$ cat src/rtl/collatz_pkg.sv
// Shared types and default widths for the Collatz range sequencer.
// Contents:
//   state_t        sequencer states
//   DEF_*          default parameter values for collatz_range_ctrl
//   WAIT_BITS      width of the FETCH wait counter
package collatz_pkg;

    typedef enum logic [2:0] {
        IDLE   = 3'd0,
        LAUNCH = 3'd1,
        RUN    = 3'd2,
        FETCH  = 3'd3,
        SHOW   = 3'd4
    } state_t;

    localparam int unsigned DEF_RAM_WORDS     = 256;
    localparam int unsigned DEF_RAM_ADDR_BITS = 8;
    localparam int unsigned DEF_N_BITS        = 12;
    localparam int unsigned DEF_COUNT_BITS    = 16;
    localparam int unsigned DEF_TICK_CYCLES   = 4194304;
    localparam int unsigned DEF_READ_LAT      = 1;
    localparam int unsigned WAIT_BITS         = 4;

endpackage

$ cat src/rtl/collatz_range_ctrl_btn_conditioner.sv
// Pushbutton conditioner: 2-FF synchroniser, inversion to active-high,
// sampling on a shared tick strobe and press (rising sample) detection.
// With REPEAT_EN set, a button sampled high on 4 consecutive ticks emits a
// press, then one press per tick while it stays held.
// Ports:
//   clk, reset   system clock, async active-high reset
//   i_tick       one-cycle sample strobe shared by all buttons
//   i_btn_n      raw active-low button
//   o_press      one-cycle press pulse, coincident with i_tick
module btn_conditioner #(
    parameter bit REPEAT_EN = 1'b0
) (
    input  logic clk,
    input  logic reset,
    input  logic i_tick,
    input  logic i_btn_n,
    output logic o_press
);

    logic       r_meta;
    logic       r_sync;
    logic       r_prev;
    logic [2:0] r_hold;
    logic       w_edge;
    logic       w_repeat;

    always_ff @(posedge clk or posedge reset) begin
        if (reset) begin
            r_meta <= 1'b0;
            r_sync <= 1'b0;
            r_prev <= 1'b0;
            r_hold <= 3'd0;
        end else begin
            r_meta <= ~i_btn_n;
            r_sync <= r_meta;
            if (i_tick) begin
                r_prev <= r_sync;
                // r_hold counts earlier consecutive high samples, saturating at 4
                if (!r_sync)
                    r_hold <= 3'd0;
                else if (r_hold != 3'd4)
                    r_hold <= r_hold + 3'd1;
            end
        end
    end

    assign w_edge   = r_sync & ~r_prev;
    // current sample is the (r_hold+1)-th consecutive high one
    assign w_repeat = REPEAT_EN && r_sync && (r_hold >= 3'd3);
    assign o_press  = i_tick & (w_edge | w_repeat);

endmodule

$ cat src/rtl/collatz_range_ctrl.sv
// Sequencer between board I/O and the range Collatz engine: launches a run
// from the switch base value, then browses the engine's result RAM with the
// inc/dec/home keys and registers the values shown on the 7-segment display.
// Build option: COLLATZ_AUTOREPEAT_EN enables auto-repeat on inc/dec keys.
// Ports:
//   clk, reset            system clock, async active-high reset
//   btn_*_n               raw active-low keys (go, dec, inc, home)
//   sw_base               base n from switches
//   done, count           engine completion pulse and RAM read data
//   go                    one-cycle launch pulse
//   start                 base during launch/run, RAM index while browsing
//   disp_n, disp_count    registered display values
//   busy                  high while launching or running
//
// state  | meaning
// IDLE   | tracking switches, waiting for go
// LAUNCH | one cycle, go pulse, base captured
// RUN    | engine running, waiting for done
// FETCH  | RAM read in flight for current offset
// SHOW   | result displayed, keys browse the window
module collatz_range_ctrl
    import collatz_pkg::*;
#(
    parameter int unsigned RAM_WORDS     = DEF_RAM_WORDS,
    parameter int unsigned RAM_ADDR_BITS = DEF_RAM_ADDR_BITS,
    parameter int unsigned N_BITS        = DEF_N_BITS,
    parameter int unsigned COUNT_BITS    = DEF_COUNT_BITS,
    parameter int unsigned TICK_CYCLES   = DEF_TICK_CYCLES,
    parameter int unsigned READ_LAT      = DEF_READ_LAT
) (
    input  logic                  clk,
    input  logic                  reset,
    input  logic                  btn_go_n,
    input  logic                  btn_dec_n,
    input  logic                  btn_inc_n,
    input  logic                  btn_home_n,
    input  logic [9:0]            sw_base,
    input  logic                  done,
    input  logic [COUNT_BITS-1:0] count,
    output logic                  go,
    output logic [31:0]           start,
    output logic [N_BITS-1:0]     disp_n,
    output logic [COUNT_BITS-1:0] disp_count,
    output logic                  busy
);

    localparam int unsigned TICK_W = (TICK_CYCLES > 1) ? $clog2(TICK_CYCLES) : 1;
    localparam logic [RAM_ADDR_BITS-1:0] OFF_MAX = RAM_ADDR_BITS'(RAM_WORDS - 1);

`ifdef COLLATZ_AUTOREPEAT_EN
    localparam bit LP_REPEAT = 1'b1;
`else
    localparam bit LP_REPEAT = 1'b0;
`endif

    logic [TICK_W-1:0]        r_tick_cnt;
    logic                     w_tick;
    logic                     w_p_go, w_p_dec, w_p_inc, w_p_home;

    state_t                   r_state, w_state_nxt;
    logic [RAM_ADDR_BITS-1:0] r_offset, w_offset_nxt;
    logic [WAIT_BITS-1:0]     r_wait, w_wait_nxt;
    logic [N_BITS-1:0]        r_base, w_base_nxt;
    logic [31:0]              r_start, w_start_nxt;
    logic [N_BITS-1:0]        r_disp_n, w_disp_n_nxt;
    logic [COUNT_BITS-1:0]    r_disp_count, w_disp_count_nxt;

    always_ff @(posedge clk or posedge reset) begin
        if (reset)
            r_tick_cnt <= '0;
        else if (w_tick)
            r_tick_cnt <= '0;
        else
            r_tick_cnt <= r_tick_cnt + TICK_W'(1);
    end

    assign w_tick = (r_tick_cnt == TICK_W'(TICK_CYCLES - 1));

    btn_conditioner #(.REPEAT_EN(1'b0)) u_go (
        .clk(clk), .reset(reset), .i_tick(w_tick), .i_btn_n(btn_go_n), .o_press(w_p_go));
    btn_conditioner #(.REPEAT_EN(1'b0)) u_home (
        .clk(clk), .reset(reset), .i_tick(w_tick), .i_btn_n(btn_home_n), .o_press(w_p_home));
    btn_conditioner #(.REPEAT_EN(LP_REPEAT)) u_inc (
        .clk(clk), .reset(reset), .i_tick(w_tick), .i_btn_n(btn_inc_n), .o_press(w_p_inc));
    btn_conditioner #(.REPEAT_EN(LP_REPEAT)) u_dec (
        .clk(clk), .reset(reset), .i_tick(w_tick), .i_btn_n(btn_dec_n), .o_press(w_p_dec));

    always_ff @(posedge clk or posedge reset) begin
        if (reset) begin
            r_state      <= IDLE;
            r_offset     <= '0;
            r_wait       <= '0;
            r_base       <= '0;
            r_start      <= '0;
            r_disp_n     <= '0;
            r_disp_count <= '0;
        end else begin
            r_state      <= w_state_nxt;
            r_offset     <= w_offset_nxt;
            r_wait       <= w_wait_nxt;
            r_base       <= w_base_nxt;
            r_start      <= w_start_nxt;
            r_disp_n     <= w_disp_n_nxt;
            r_disp_count <= w_disp_count_nxt;
        end
    end

    always_comb begin
        w_state_nxt      = r_state;
        w_offset_nxt     = r_offset;
        w_wait_nxt       = r_wait;
        w_base_nxt       = r_base;
        w_disp_n_nxt     = r_disp_n;
        w_disp_count_nxt = r_disp_count;
        w_start_nxt      = r_start;

        case (r_state)
            IDLE: begin
                w_disp_n_nxt     = N_BITS'(sw_base);
                w_disp_count_nxt = '0;
                if (w_p_go)
                    w_state_nxt = LAUNCH;
            end
            LAUNCH: begin
                w_base_nxt  = N_BITS'(sw_base);
                w_state_nxt = RUN;
            end
            RUN: begin
                if (done) begin
                    w_offset_nxt = '0;
                    w_wait_nxt   = WAIT_BITS'(READ_LAT);
                    w_state_nxt  = FETCH;
                end
            end
            FETCH: begin
                // start moved on entry; READ_LAT+1 cycles later count is valid
                if (r_wait == '0) begin
                    w_disp_count_nxt = count;
                    w_disp_n_nxt     = r_base + N_BITS'(r_offset);
                    w_state_nxt      = SHOW;
                end else begin
                    w_wait_nxt = r_wait - WAIT_BITS'(1);
                end
            end
            SHOW: begin
                if (w_p_go) begin
                    w_state_nxt = LAUNCH;
                end else if (w_p_home) begin
                    w_offset_nxt = '0;
                    w_wait_nxt   = WAIT_BITS'(READ_LAT);
                    w_state_nxt  = FETCH;
                end else if (w_p_inc && !w_p_dec && r_offset != OFF_MAX) begin
                    w_offset_nxt = r_offset + RAM_ADDR_BITS'(1);
                    w_wait_nxt   = WAIT_BITS'(READ_LAT);
                    w_state_nxt  = FETCH;
                end else if (w_p_dec && !w_p_inc && r_offset != '0) begin
                    w_offset_nxt = r_offset - RAM_ADDR_BITS'(1);
                    w_wait_nxt   = WAIT_BITS'(READ_LAT);
                    w_state_nxt  = FETCH;
                end
            end
            default: w_state_nxt = IDLE;
        endcase

        // start is chosen by the state being entered so it is already
        // correct in the first cycle of that state
        case (w_state_nxt)
            IDLE, LAUNCH: w_start_nxt = 32'(sw_base);
            RUN:          w_start_nxt = r_start;
            default:      w_start_nxt = 32'(w_offset_nxt);
        endcase
    end

    assign go         = (r_state == LAUNCH);
    assign busy       = (r_state == LAUNCH) || (r_state == RUN);
    assign start      = r_start;
    assign disp_n     = r_disp_n;
    assign disp_count = r_disp_count;

endmodule

$ cat config.mk
export PLATFORM = sky130hd
export DESIGN_NAME = collatz_range_ctrl
export DESIGN_NICKNAME = d
export VERILOG_FILES = /design/src/rtl/collatz_pkg.sv /design/src/rtl/collatz_range_ctrl_btn_conditioner.sv /design/src/rtl/collatz_range_ctrl.sv
export SDC_FILE = /design/constraint.sdc
export NUM_CORES = 1
export LEC_CHECK = 0
export BUFFER_PORTS_ARGS = -buffer_cell sky130_fd_sc_hd__buf_4
export CELL_PAD_IN_SITES_DETAIL_PLACEMENT = 2
export CELL_PAD_IN_SITES_GLOBAL_PLACEMENT = 2
export CORE_ASPECT_RATIO = 0.75
export CORE_MARGIN = 2
export CORE_UTILIZATION = 37
export DETAILED_ROUTE_END_ITERATION = 10
export PLACE_DENSITY_LB_ADDON = 0.12
export SLEW_MARGIN = 20
export SYNTH_ARGS = -nofsm -noshare
export SYNTH_HDL_FRONTEND = slang
export SYNTH_HIERARCHICAL = 1
export SYNTH_SLANG_ARGS = --single-unit
$ cat constraint.sdc
create_clock -name clk -period 9.5 [get_ports clk]
set_clock_uncertainty 0.15 [all_clocks]
set_input_delay 0.95 -clock clk [delete_from_list [all_inputs] [get_ports clk]]
set_output_delay 0.95 -clock clk [all_outputs]
set_load 0.005 [all_outputs]
==> summary.md <==
| Metric | Value |
|---|---|
| First-pass GRT wire length | `24500 um` |
| First-pass DRT Iterations | `4` |
| Post-route DRC violation count | `0` |
| Worst skew pair latency | `360 ps` |
| Synth area leaders | `dfrtp_1, nand2_1, buf_4` |
| DR vias | `4183` |
| Remaining antenna violation count | `0` |
| Ant diodes | `0` |
| Kind of critical path | `reg2reg` |
| I/O Buffers | `71` |
| EDFF count, synth | `0` |
| Rows | `37` |
| H-Tree Level Count | `3` |
| Max-slew violation count | `0` |
| Met2 Wirelength | `6950 um` |
| Area growth syn-to-layout | `17.1%` |
| # resized after CTS | `0` |
| Final instance area | `6040 um^2` |
| Initial antenna violation count | `0` |
| Slew margin rel. | `0.273` |
| Startpoint class of the critical path | `flip-flop` |
| Power Density | `279 nW/um^2` |
| Synth Cell Area | `5160 um^2` |
| Crit-path max FO | `19` |
| Mux cell area share after synthesis | `0.0332` |
| Clock slew at reported path FFs | `70 ps` |
| Syn Inst Count | `539` |
| Data required, critical path | `9620 ps` |
| CP delay by family, top | `simple AND/OR/NAND/NOR gates` |
| WL met3 | `489 um` |
| Simple-Gate Fraction of Synth Area | `0.202` |
| Final Util | `0.442` |
| Initial DRC Count | `138` |
| Wl on met1 | `7120 um` |
| Num CTS Buffers | `9` |
| Top Layer Used | `met4` |
| Max Cap Viol | `0` |
| Vias in the first global route | `4641` |
| CTS Buffer Depth | `2` |
| Most common cell after layout, fill and taps aside | `dfrtp_1` |
| Final Setup Violations | `0` |
| Adder-cell share of the synthesized area | `0.0354` |
| Peak per-stage delay on the critical path | `740 ps` |
| # IOs | `95` |
| Hpwl dp | `10800 um` |
| CTS sink cnt | `96` |
| Starting Density | `0.378` |
| Syn avg cell area | `9.57 um^2` |
| Total GRT Usage | `0.210` |
| Overflow after GRT | `0` |
| Post-synth top area share | `0.466` |
| Slowest-stage cell, CP | `and4_1` |
| Netlist cell types | `68` |
| Status | `completed` |
| Fin Setup TNS | `0 ps` |
| GPL Wtd Cong | `0.811` |
| Post CTS Setup Buffer Count | `0` |
| #FFs+latches synth | `96` |
| Die W | `140 um` |
| Largest net degree at the start of global routing | `44` |
| Commonest non-fill, non-tap cells in the layout | `dfrtp_1, buf_4, nand2_1` |
| CP Capture Type | `flip-flop` |
| RSZ-0062 raised after global routing | `no` |
| # nets final | `650` |
| Leading area contributor after synthesis | `dfrtp_1` |
| Area after DPL | `5720 um^2` |
| Final Cycle Share | `0.478` |
| Most used DFF post-synth | `dfrtp_1` |
| Fillers | `1510` |
| CP bufs+invs | `0` |
| Via density | `5.34` |
| CTS tree | `built` |
| Worst hold slack | `201 ps` |
| Final hold violation count | `0` |
| Post-synthesis async set-or-reset flop share | `1.00` |
| Worst hold path type | `reg2reg` |
| Sequential-to-total area share from yosys stat | `0.466` |
| Layout cells sized above 1 | `0.207` |
| Final Critical Period | `4540 ps` |
| Fmax achieved | `0.220 GHz` |
| Xor/xnor share of the synthesized area | `0.0424` |
| DIE AREA | `14900 um^2` |
| Worst slew pin tran | `1090 ps` |
| Flop2flop setup slack | `4960 ps` |
| Crit path cell chain | `ha_1 -> nand4_1 -> nor3_1 -> and3_1 -> and4_1 -> and3b_2 -> or4b_1 -> nor3_1 -> a21oi_1 -> or4_1 -> and4_1 -> o22ai_2` |
| WL final | `14800 um` |
| YS warnings | `6` |
| Area of the core | `13700 um^2` |
| Cts hold-fix bufs | `0` |
| Die Y | `106 um` |
| Post-DR wirelength/cell | `18.8 um` |
| Clock root buffer | `clkbuf_16` |
| Post-synthesis compound-gate area fraction | `0.139` |
| Max IR drop VDD | `0.000104 V` |
| Main combinational cell family by area after synthesis | `simple AND/OR/NAND/NOR gates` |
| Leakage Power | `2.92 nW` |
| CP arrival | `4660 ps` |
-- worst register-to-register path, stage by stage (launching register included) --
cell	delay (ps)
dfrtp_1	390
ha_1	220
nand4_1	180
nor3_1	520
and3_1	330
and4_1	740
and3b_2	320
or4b_1	540
nor3_1	260
a21oi_1	110
or4_1	400
and4_1	200
o22ai_2	110
-- metrics by stage --
step           power, mW  cells  setup slack (ps)
5_1_grt             1.82    783              4540
3_5_place_dp        1.30    767              4970
3_3_place_gp        1.27    767              5220
6_report            1.69    783              4960
4_1_cts             1.71    783              4920
2_1_floorplan       1.03    561              5790
-- registers in the layout, indices dropped and copies added (netlist names), 3 cells and up --
signal / cells
r_tick_cnt: 22
start: 10
r_offset: 8
disp_count: 16
r_state: 3
disp_n: 11
r_wait: 4
r_base: 10
-- final timing paths --
check | from | to | depth (start not counted)
setup / recovery | r_tick_cnt[0]$_DFF_PP0_ | start[5]$_DFFE_PP0P_ | 12
hold / removal | u_dec/r_meta$_DFF_PP0_ | u_dec/r_sync$_DFF_PP0_ | 0
setup reg to reg | r_tick_cnt[0]$_DFF_PP0_ | start[5]$_DFFE_PP0P_ | 12
hold reg to reg | u_dec/r_meta$_DFF_PP0_ | u_dec/r_sync$_DFF_PP0_ | 0
max in group asynchronous | reset | r_tick_cnt[19]$_DFF_PP0_ | 3
min in group asynchronous | reset | u_inc/r_meta$_DFF_PP0_ | 2
-- final cells by class --
cell class | instances | area, um^2 | area share
clock buffer | 11 | 243 | 0.0402
clock inverter | 5 | 80.1 | 0.0133
inverter | 29 | 110 | 0.0182
multi-input combinational | 392 | 2420 | 0.401
sequential | 96 | 2400 | 0.398
tap | 175 | 219 | 0.0362
timing repair buffer | 75 | 563 | 0.0932
-- routing by layer --
metal  track usage  vias to the layer above
met1         0.289                     2141
met4        0.0563                        0
li1              -                     1956
met2         0.340                       71
met3        0.0419                       15
met5             0                        -
-- power breakdown --
| part | internal [mW] | switching [mW] | total, mW |
|---|---|---|---|
| clock network | 0.238 | 0.163 | 0.400 |
| registers | 0.522 | 0.0979 | 0.620 |
| logic | 0.288 | 0.378 | 0.666 |
-- synth_stat cells (all sizes together) (10+ instances only) --
cell type  instances
dfrtp             96
nand2             74
o21ai             37
nor2              36
buf               32
inv               29
nand3             28
a21oi             23
ha                13
mux2              13
xor2              13
and3              12
clkbuf            12
xnor2             12
nor3              10
-- cells by family after synthesis --
| logic type | count (synthesis) |
|---|---|
| and+or+nand+nor | 206 |
| AOI/OAI and AO/OA | 110 |
| DFF | 96 |
| buffers and inverters | 73 |
| xor gates and xnor gates | 25 |
| adders and majority gates | 14 |
| muxes | 14 |
| other | 1 |
Power figures use the tool's default switching activity.
